`src/rtl/rv32_ex_operand_stage.sv`:
```
// ID/EX operand stage: 2-entry skid buffer feeding the ALU with opA/opB/opsel.
// Build with RV32_EX_FWD_EN defined to enable EX/MEM + WB forwarding and snoop.
module rv32_ex_operand_stage #(
    parameter int XLEN  = 32,
    parameter int DEPTH = 2
) (
    input  logic            clk,
    input  logic            rst,
    input  logic            flush,
    input  logic            in_valid,
    output logic            in_ready,
    input  logic [3:0]      in_opsel,
    input  logic [1:0]      in_opa_sel,
    input  logic [1:0]      in_opb_sel,
    input  logic [4:0]      in_rs1_idx,
    input  logic [4:0]      in_rs2_idx,
    input  logic [XLEN-1:0] in_rs1_data,
    input  logic [XLEN-1:0] in_rs2_data,
    input  logic [XLEN-1:0] in_pc,
    input  logic [XLEN-1:0] in_imm,
    input  logic [4:0]      in_rd_idx,
    input  logic            fwd_mem_we,
    input  logic [4:0]      fwd_mem_idx,
    input  logic [XLEN-1:0] fwd_mem_data,
    input  logic            fwd_wb_we,
    input  logic [4:0]      fwd_wb_idx,
    input  logic [XLEN-1:0] fwd_wb_data,
    output logic            out_valid,
    input  logic            out_ready,
    output logic [3:0]      alu_opsel,
    output logic [XLEN-1:0] opA,
    output logic [XLEN-1:0] opB,
    output logic [4:0]      out_rd_idx
);

    typedef struct packed {
        logic [3:0]      opsel;
        logic [1:0]      opa_sel;
        logic [1:0]      opb_sel;
        logic [4:0]      rs1_idx;
        logic [4:0]      rs2_idx;
        logic [4:0]      rd_idx;
        logic [XLEN-1:0] rs1_data;
        logic [XLEN-1:0] rs2_data;
        logic [XLEN-1:0] pc;
        logic [XLEN-1:0] imm;
    } entry_t;

    entry_t     buf_q [DEPTH];
    entry_t     cap;
    entry_t     head;
    logic       wr_ptr;
    logic       rd_ptr;
    logic [1:0] count_q;
    logic [1:0] count_nxt;
    logic       push;
    logic       pop;

    // x0 always reads zero; MEM result is younger than WB so it wins.
    function automatic logic [XLEN-1:0] resolve(
        input logic [4:0]      idx,
        input logic [XLEN-1:0] data
    );
`ifdef RV32_EX_FWD_EN
        if (idx == 5'd0)
            resolve = '0;
        else if (fwd_mem_we && fwd_mem_idx == idx)
            resolve = fwd_mem_data;
        else if (fwd_wb_we && fwd_wb_idx == idx)
            resolve = fwd_wb_data;
        else
            resolve = data;
`else
        resolve = (idx == 5'd0) ? '0 : data;
`endif
    endfunction

`ifndef RV32_EX_FWD_EN
    logic unused_fwd;
    assign unused_fwd = ^{fwd_mem_we, fwd_mem_idx, fwd_mem_data,
                          fwd_wb_we, fwd_wb_idx, fwd_wb_data};
`endif

    assign out_valid = (count_q != 2'd0);
    assign push      = in_valid && in_ready;
    assign pop       = out_valid && out_ready;

    always_comb begin
        count_nxt = count_q;
        case ({push, pop})
            2'b10:   count_nxt = count_q + 2'd1;
            2'b01:   count_nxt = count_q - 2'd1;
            default: count_nxt = count_q;
        endcase
    end

    always_comb begin
        cap          = '0;
        cap.opsel    = in_opsel;
        cap.opa_sel  = in_opa_sel;
        cap.opb_sel  = in_opb_sel;
        cap.rs1_idx  = in_rs1_idx;
        cap.rs2_idx  = in_rs2_idx;
        cap.rd_idx   = in_rd_idx;
        cap.rs1_data = resolve(in_rs1_idx, in_rs1_data);
        cap.rs2_data = resolve(in_rs2_idx, in_rs2_data);
        cap.pc       = in_pc;
        cap.imm      = in_imm;
    end

`ifdef RV32_EX_FWD_EN
    logic [DEPTH-1:0] ent_valid;

    always_comb begin
        ent_valid = '0;
        if (count_q == 2'd2)
            ent_valid = '1;
        else if (count_q == 2'd1)
            ent_valid[rd_ptr] = 1'b1;
    end
`endif

    always_ff @(posedge clk) begin
        if (rst) begin
            count_q  <= 2'd0;
            wr_ptr   <= 1'b0;
            rd_ptr   <= 1'b0;
            in_ready <= 1'b1;
            for (int i = 0; i < DEPTH; i++)
                buf_q[i] <= '0;
        end else if (flush) begin
            count_q  <= 2'd0;
            wr_ptr   <= 1'b0;
            rd_ptr   <= 1'b0;
            in_ready <= 1'b1;
        end else begin
`ifdef RV32_EX_FWD_EN
            for (int i = 0; i < DEPTH; i++) begin
                if (ent_valid[i]) begin
                    buf_q[i].rs1_data <= resolve(buf_q[i].rs1_idx,
                                                 buf_q[i].rs1_data);
                    buf_q[i].rs2_data <= resolve(buf_q[i].rs2_idx,
                                                 buf_q[i].rs2_data);
                end
            end
`endif
            // Capture is written last so it overrides any snoop of that slot.
            if (push) begin
                buf_q[wr_ptr] <= cap;
                wr_ptr        <= ~wr_ptr;
            end
            if (pop)
                rd_ptr <= ~rd_ptr;
            count_q  <= count_nxt;
            in_ready <= (count_nxt < 2'd2);
        end
    end

    assign head = buf_q[rd_ptr];

    always_comb begin
        alu_opsel  = '0;
        opA        = '0;
        opB        = '0;
        out_rd_idx = '0;
        if (out_valid) begin
            alu_opsel  = head.opsel;
            out_rd_idx = head.rd_idx;
            case (head.opa_sel)
                2'd0:    opA = head.rs1_data;
                2'd1:    opA = head.pc;
                default: opA = '0;
            endcase
            case (head.opb_sel)
                2'd0:    opB = head.rs2_data;
                2'd1:    opB = head.imm;
                2'd2:    opB = XLEN'(4);
                default: opB = '0;
            endcase
        end
    end

endmodule

```
`config.mk`:
```
export PLATFORM = sky130hd
export DESIGN_NAME = rv32_ex_operand_stage
export DESIGN_NICKNAME = d
export VERILOG_FILES = /design/src/rtl/rv32_ex_operand_stage.sv
export SDC_FILE = /design/constraint.sdc
export NUM_CORES = 1
export LEC_CHECK = 0
export CORE_ASPECT_RATIO = 0.75
export CORE_MARGIN = 5
export CORE_UTILIZATION = 31
export CTS_CLUSTER_SIZE = 10
export DETAILED_ROUTE_END_ITERATION = 7
export GPL_TIMING_DRIVEN = 0
export SLEW_MARGIN = 10
export SYNTH_ARGS = -nofsm -noshare
export SYNTH_HDL_FRONTEND = slang
export SYNTH_SLANG_ARGS = --single-unit
```
`constraint.sdc`:
```
create_clock -name clk -period 4.5 [get_ports clk]
set_input_delay 1.35 -clock clk [delete_from_list [all_inputs] [get_ports clk]]
set_output_delay 1.35 -clock clk [all_outputs]
set_load 0.05 [all_outputs]
```
Yosys cells after proc, flatten, opt, wreduce, memory -nomap -nowiden
Memories as Yosys holds them, arrays and structs flattened. A register that Yosys moved wholly into a read port is not among the register bits.
Index checks and enable logic that the tools add are counted.
Word-level totals
  memories kept: 1
  ROM bits: 0
  logic and storage cells: 44
  bits in registers: 5
  input port bits: 232
  latch bits: 0
  RAM bits: 302
  output and inout port bits: 75
Operators by class
  bitwise gates (word level): 2
  order comparisons: 1
  shifts and indexed selects: 0
  div/mod/pow operators: 0
  multiplexer cells: 20
  add/subtract/negate cells: 2
  reduce and logical (&&, ||, !) cells: 9
  eq/ne operators: 5
  multiply operators: 0
Memory list
  buf_q: words 2, width 151, read ports 1, clocked after memory_dff 1, write ports 2, line 49  | entry_t buf_q [DEPTH];
Operator list (count)
  151-bit two-way mux: 1
  151-bit OR reduction: 1
  32-bit two-way mux: 4
  32-bit one-hot mux with 3 select lines: 1
  32-bit one-hot mux with 2 select lines: 1
  5-bit logical NOT: 2
  1-bit two-way mux: 10
  2-bit by 1-bit equality test with 1-bit output, second input constant: 3
  5-bit two-way mux: 1
  2-bit equality test, second input constant: 2
  2-bit logical NOT: 2
  4-bit two-way mux: 1
  2-bit one-hot mux with 2 select lines: 1
  2-bit by 1-bit adder with 2-bit output, second input constant: 1
  1-bit logical AND: 2
  2-bit less-than comparator, second input constant: 1
  1-bit inverter: 2
  2-bit nonzero test: 1
  2-bit OR reduction: 1
  2-bit by 1-bit subtractor with 2-bit output, second input constant: 1

Longest topological paths before layout
Gate-level depths: netlist of the first run.
  depth after elaboration: 7
  mapped depth: 6
  gate-level depth less buffers: 6

Least setup slack after synthesis of the first run
Ideal clock, no wire load.
  path type: in2reg
  start: input port rst
  end: memory buf_q[0][0] (netlist name), enable pin
  data arrival time: 3.749 ns
  data required time: 4.059 ns
  library setup time: 0.441 ns
  slack: 0.310 ns
  stages: 4
  path buffers: 1
  cell sequence: nand4bb_4 -> nor2_4 -> buf_2 -> or2_2
RTL lines
  from (decl): line 8  | input logic rst,
  to (decl): line 49

==> results of run 1 <==
-- kinds of logic after synthesis --
kind of cell,after synthesis
fa+ha+maj,1
xor+xnor,4
buf+inv,69
compound gates,115
flops,288
mux,96
simple gates,362
-- sequential cells by signal (all words and copies together), names as in the netlist, named ones only --
name / flops
buf_q: 282
count_q: 1
in_ready: 1
rd_ptr: 1
wr_ptr: 1
-- placed cells by master (no fill, tap or decap), types with 22 or more instances in the layout --
cell,synthesis,final
mux2i_1,84,84
clkdlybuf4s50_1,0,196
dlygate4sd2_1,0,25
clkbuf_2,16,22
clkbuf_1,28,31
and2_2,97,97
edfxtp_1,282,282
clkbuf_16,0,37
nor2_1,50,50
and2_1,185,185
a22oi_1,42,42
o22a_1,31,31
-- cells in the mapped netlist, types with 4 or more instances --
| cell type | count |
|---|---|
| or2_2 | 4 |
| clkbuf_1 | 28 |
| mux2i_1 | 84 |
| dfxtp_1 | 6 |
| and2_1 | 185 |
| buf_2 | 18 |
| nor2_1 | 50 |
| o32ai_1 | 10 |
| mux2_2 | 12 |
| a21oi_1 | 21 |
| nand2_1 | 13 |
| and2_2 | 97 |
| clkbuf_2 | 16 |
| a211oi_2 | 4 |
| inv_1 | 5 |
| o22a_1 | 31 |
| a22oi_1 | 42 |
| edfxtp_1 | 282 |
-- area by class of cell --
class / count / area share, %
clock inverters: 6 / 0.1381
multi-input cells: 578 / 24.30
diodes: 2 / 0.02907
clock buffers: 46 / 5.575
repair buffers: 237 / 14.12
plain buffers: 64 / 1.701
flip-flops and latches: 288 / 49.89
well taps: 569 / 4.136
inverters: 5 / 0.1090
-- path summary, 6_finish.rpt --
check,from,endpoint,slack [ps],cells after the start
worst min-delay path,rd_ptr,flop,510,2
worst max-delay path,flop,opA[24],110,5
worst min register to register,rd_ptr,flop,510,2
worst max register to register,in_ready,buf_q[0][41],1820,6
-- metal layers --
| layer | share of wire [%] | up-vias |
|---|---|---|
| met1 | 46 | 4136 |
| met2 | 46 | 201 |
| met5 | 0.24 | - |
| met4 | 1.9 | 12 |
| li1 | - | 3951 |
| met3 | 5.7 | 61 |
-- worst min-delay path: cells and delay by family, from the launching register on --
kind          cells  cell delay (ps)
xor+xnor          1               80
flops             1              320
simple gates      1               70
-- per-stage QoR --
| step | utilization [%] | TNS [ps] | hold slack (ps) |
|---|---|---|---|
| 5_1_grt | 41.10 | 0 | 557.9 |
| 2_1_floorplan | - | 0 | 472.5 |
| 3_5_place_dp | 38.68 | -20.94 | 489.1 |
| 4_1_cts | 41.03 | 0 | 511.6 |
| 3_3_place_gp | 38.37 | -484610 | 483.6 |
| 6_report | 41.10 | 0 | 506.5 |
-- power by group --
group	switching (W)	internal, W	total [W]
logic	0.000366	0.000285	0.000651
clock network	0.00102	0.00148	0.00250
registers	0.0000389	0.00309	0.00313
total	0.00143	0.00485	0.00628
-- repair_timing --
action	CTS	global route
hold buffers	0	0
endpoints found under the setup margin	53	26
endpoints found under the hold margin	0	0
pin swaps	1	0
buffers inserted	2	0
gates resized for setup	33	13
==> out/qor.csv, run 1 <==
metric,value,unit
crit_slowest_cell,dlygate4sd2_1,
grt_pass1_wl,55100,µm
fin_crit_sh,97.62,%
drive_above_1_share,17.16,%
synthAdderAreaFrac,0.09582,%
crit_family,simple AND/OR/NAND/NOR gates,
synth-seq-area-share,65.77,%
synthesis.area_per_instance,13.97,µm²
setup-violations-final,0,
grtUsageMet1,22.03,%
drt-total-wl,36930,µm
synth-compound-area-share,6.727,%
use_met2,24.39,%
yosys.area_share.simple,17.35,%
cp.arrival,3040,ps
outcome,"finished, final reports clean",
drc,0,
endpoint_kind,output pin,
clockBufferDepth,3,
numCtsBuffers,36,
path_class,flop to output pin,
dr_total_vias,8361,
dpl_cell_area,16200,µm²
tightestPinTransition,1068,ps
ys_types,36,
async_reset_ff_share,0,%
start_util,31.18,%
cp_max_fo,10,
synthTopCellsByArea,"edfxtp_1 65%, and2_1 8.9%, mux2i_1 6.4%",
clock_skew,14.09,ps
synth_top_area_cell,edfxtp_1,
cts_tree,yes,
num-fill-cells,3909,
synth-xor-area-share,0.2683,%
drt_iter0_drc,510,
grt_max_degree,54,
synthFlopType,edfxtp_1,
multi_input_area,4183,µm²
top_usage_layer,met2,
startpoint_type,flop,
worst_slack,107.2,ps
clk_latency,510,ps
dp_hpwl,25360,µm
synth_fp_nets,1168,
cpPeakStageDelay,590,ps
leakagePower,6.455,nW
clock.fmax,227.6,MHz
synth_edf_count,282,
die_area,46370,µm²
slew_headroom,28.15,%
dp.cells,1739,
drtAntennaViolNets,0,
wl_per_cell,20.58,µm
grt_setup_unrepaired,no,
post-route-min-period,4393,ps
cts_max_level,2,
seq_area,8588,µm²
finalHoldViolCount,0,
maxSlewViolCount,0,
fin_area,17210,µm²
ys_warn_count,0,
ys_ff_latch,288,
grt_use_met3,3.790,%
syn_area,13060,µm²
powerDensity,364.6,nW/µm²
grt.total_usage,15.61,%
preCtsSetupSlack,-20.94,ps
core_area,41880,µm²
antenna_found_initial,8,
drv_cap,0,
syn_inst,935,
grt.overflow.total,0,
viasPerCell,4.658,
timing.critical_path.buf_inv,2,
nets,1443,
ir_drop,0.0002205,V
muxShareOfSynthArea,7.474,%
die_h,187.7,µm
io-pin-count,307,
syn2layout_area_growth,31.83,%
port_buffers,230,
root_buffer,clkbuf_16,
dieWidth,247.0,µm
gp_congestion,0.7240,
synth_top_area_share,64.85,%
synth_top_family_by_area,simple AND/OR/NAND/NOR gates,
stdcell_count,1795,
crit_required,3150,ps
total_power,0.006276,W
worstHoldPathType,flop to flop,
num_rows,65,
cp_cell_sequence,buf_2 -> nor3b_2 -> nor2_1 -> o32ai_1 -> dlygate4sd2_1,
clk_pin_slew_worst_paths,50,ps
grt_pass1_vias,8876,
firstDrtPassIters,5,
cts.sinks,288,
No activity file was read; power rests on OpenSTA's default activity.
==> run 2: changes to the inputs <==
ABC_CLOCK_PERIOD_IN_PS = 4500   (was default)
==> results of run 2 <==
No change in the layout: final DEF, timing and power equal those of run 1.
==> run 3: changes to the inputs <==
CORE_UTILIZATION = 50   (was 31)
CTS_BUF_LIST = sky130_fd_sc_hd__clkbuf_16   (was default)
PLACE_DENSITY = 0.8   (was default)
==> run 3 against run 2 <==
Cell area is 1.7% lower. Worst hold slack better by 13 ps. Fmax up 0.69%. Setup slack improved by 30 ps. Global-route usage grew 6.6 points. Largest cell class unchanged.
==> out/qor.csv, run 3 (same netlist as run 1, synthesis figures left out) <==
metric,value,unit
final_cell_mix,"282 x edfxtp_1, 226 x clkdlybuf4s50_1, 185 x and2_1",
hp-start,rd_ptr,
startpoint_type,flop,
cp_max_fo,10,
layout_commonest_cell,edfxtp_1,
preCtsSetupSlack,220.3,ps
start_util,50.53,%
num_rows,51,
io-pin-count,307,
outcome,"finished, final reports clean",
root_buffer,clkbuf_16,
crit_family,buffers and inverters,
antenna_found_initial,5,
nets,1440,
drive_above_1_share,16.79,%
regToRegStartpoint,in_ready,
clock.fmax,229.2,MHz
slew_headroom,39.25,%
drtAntennaViolNets,0,
syn2layout_area_growth,29.53,%
port_buffers,230,
wl_per_cell,21.23,µm
drt_iter0_drc,635,
die_h,150.0,µm
dp_hpwl,22770,µm
holdPathStages,2,
regMostFlops,buf_q,
worstHoldPathType,flop to flop,
clock_skew,13.24,ps
cts_max_level,2,
setup-violations-final,0,
clk_pin_slew_worst_paths,50,ps
grt.total_usage,22.24,%
post-route-min-period,4363,ps
reg2reg_slack,1880,ps
grt_pass1_vias,8838,
finalHoldViolCount,0,
powerDensity,367.4,nW/µm²
dr_total_vias,8577,
crit_required,3150,ps
cpPeakStageDelay,900,ps
fin_area,16910,µm²
drt-total-wl,33300,µm
firstDrtPassIters,5,
cts.sinks,288,
grt_setup_unrepaired,no,
drv_cap,0,
die_area,29480,µm²
path_class,flop to output pin,
holdBufCountCts,0,
grt_pass1_wl,50470,µm
grt_max_degree,57,
tightestPinTransition,908.0,ps
dpl_cell_area,15900,µm²
grt.overflow.total,0,
fin_crit_sh,96.95,%
endpoint_kind,output pin,
viasPerCell,5.470,
worst_slack,137.3,ps
drc,0,
dieWidth,196.6,µm
largest_register_ffs,282,
timing.critical_path.buf_inv,2,
ir_drop,0.0003297,V
r2r_end,buf_q[0][68],
numCtsBuffers,35,
cp_cell_sequence,buf_2 -> nor3b_2 -> nor2_1 -> o32ai_1 -> clkdlybuf4s50_1,
gp_congestion,0.7696,
cts_tree,yes,
clockBufferDepth,3,
core_area,25840,µm²
reg2reg_depth,5,
maxSlewViolCount,0,
crit_slowest_cell,clkdlybuf4s50_1,
clk_latency,500,ps
cp.arrival,3010,ps
leakagePower,6.254,nW
==> run 3: cell types whose count changed in the layout (fill, tap and decap cells not counted), sizes merged <==
cell / previous run / this run
inv: 5 / 16
diode: 2 / 3
clkinv: 6 / 3
buf: 27 / 24
clkbuf: 90 / 81
clkinvlp: 0 / 1
dlymetal6s2s: 9 / 4
dlygate4sd2: 25 / 0
clkdlybuf4s50: 196 / 226
==> run 3: power by group <==
| part | internal (W) | total, W | switching [W] |
|---|---|---|---|
| sequential | 0.00309 | 0.00313 | 0.0000413 |
| combinational | 0.000286 | 0.000641 | 0.000356 |
| clock | 0.00143 | 0.00244 | 0.00102 |
| total | 0.00480 | 0.00621 | 0.00141 |
==> run 3: how the worst max path moves through the flow <==
| stage | slack, ps | depth (start not counted) | to |
|---|---|---|---|
| final | 140 | 5 | opA[27] |
| after global routing | 4 | 6 | opA[22] |
| after floorplan | 310 | 4 | buf_q[0][0] |
| after global placement | -1500 | 5 | buf_q[1][103] |
| after CTS | 30 | 6 | opA[1] |
| after detailed placement | 220 | 6 | buf_q[0][110] |
==> run 3: metal layers <==
| metal | GRT usage [%] | share of wire [%] | vias up |
|---|---|---|---|
| met5 | 0 | 0.039 | - |
| met4 | 6.133 | 2.3 | 2 |
| met3 | 4.434 | 8.1 | 53 |
| met2 | 35.49 | 48 | 348 |
| met1 | 31.51 | 42 | 4224 |
| li1 | - | - | 3950 |
==> run 3: timing repair <==
| item | 4_1_cts | 5_1_grt |
|---|---|---|
| pin swaps | 0 | 1 |
| hold endpoints to repair | 0 | 0 |
| gates resized for setup | 2 | 9 |
| setup buffers | 0 | 1 |
| setup endpoints to repair | 6 | 27 |
==> run 3: tightest hold or removal path: cells and delay by family, from the launching register on <==
family / cells / cell delay (ps)
xor gates and xnor gates: 1 / 80
DFF: 1 / 330
and+or+nand+nor: 1 / 70
==> run 3: cell type report <==
cell class	count	area (µm²)
plain buffers	64	287.8
flip-flops and latches	288	8588
multi-input cells	578	4180
clock buffers	36	900.9
well taps	344	430.4
inverters	5	18.77
clock inverters	15	77.57
diodes	3	7.507
fillers	1869	8930
repair buffers	235	2422
==> run 3: through the flow <==
| stage | hold slack, ps | util [%] | TNS, ps | cells | power [W] |
|---|---|---|---|---|---|
| 6_report | 519.2 | 65.45 | 0 | 1568 | 0.006215 |
| 3_3_place_gp | 482.7 | 61.10 | -415950 | 1509 | 0.003806 |
| 4_1_cts | 523.3 | 65.31 | 0 | 1564 | 0.006250 |
| 2_1_floorplan | 472.5 | - | 0 | 935 | 0.003507 |
| 5_1_grt | 545.8 | 65.45 | 0 | 1568 | 0.006419 |
| 3_5_place_dp | 502.0 | 61.52 | 0 | 1513 | 0.003822 |
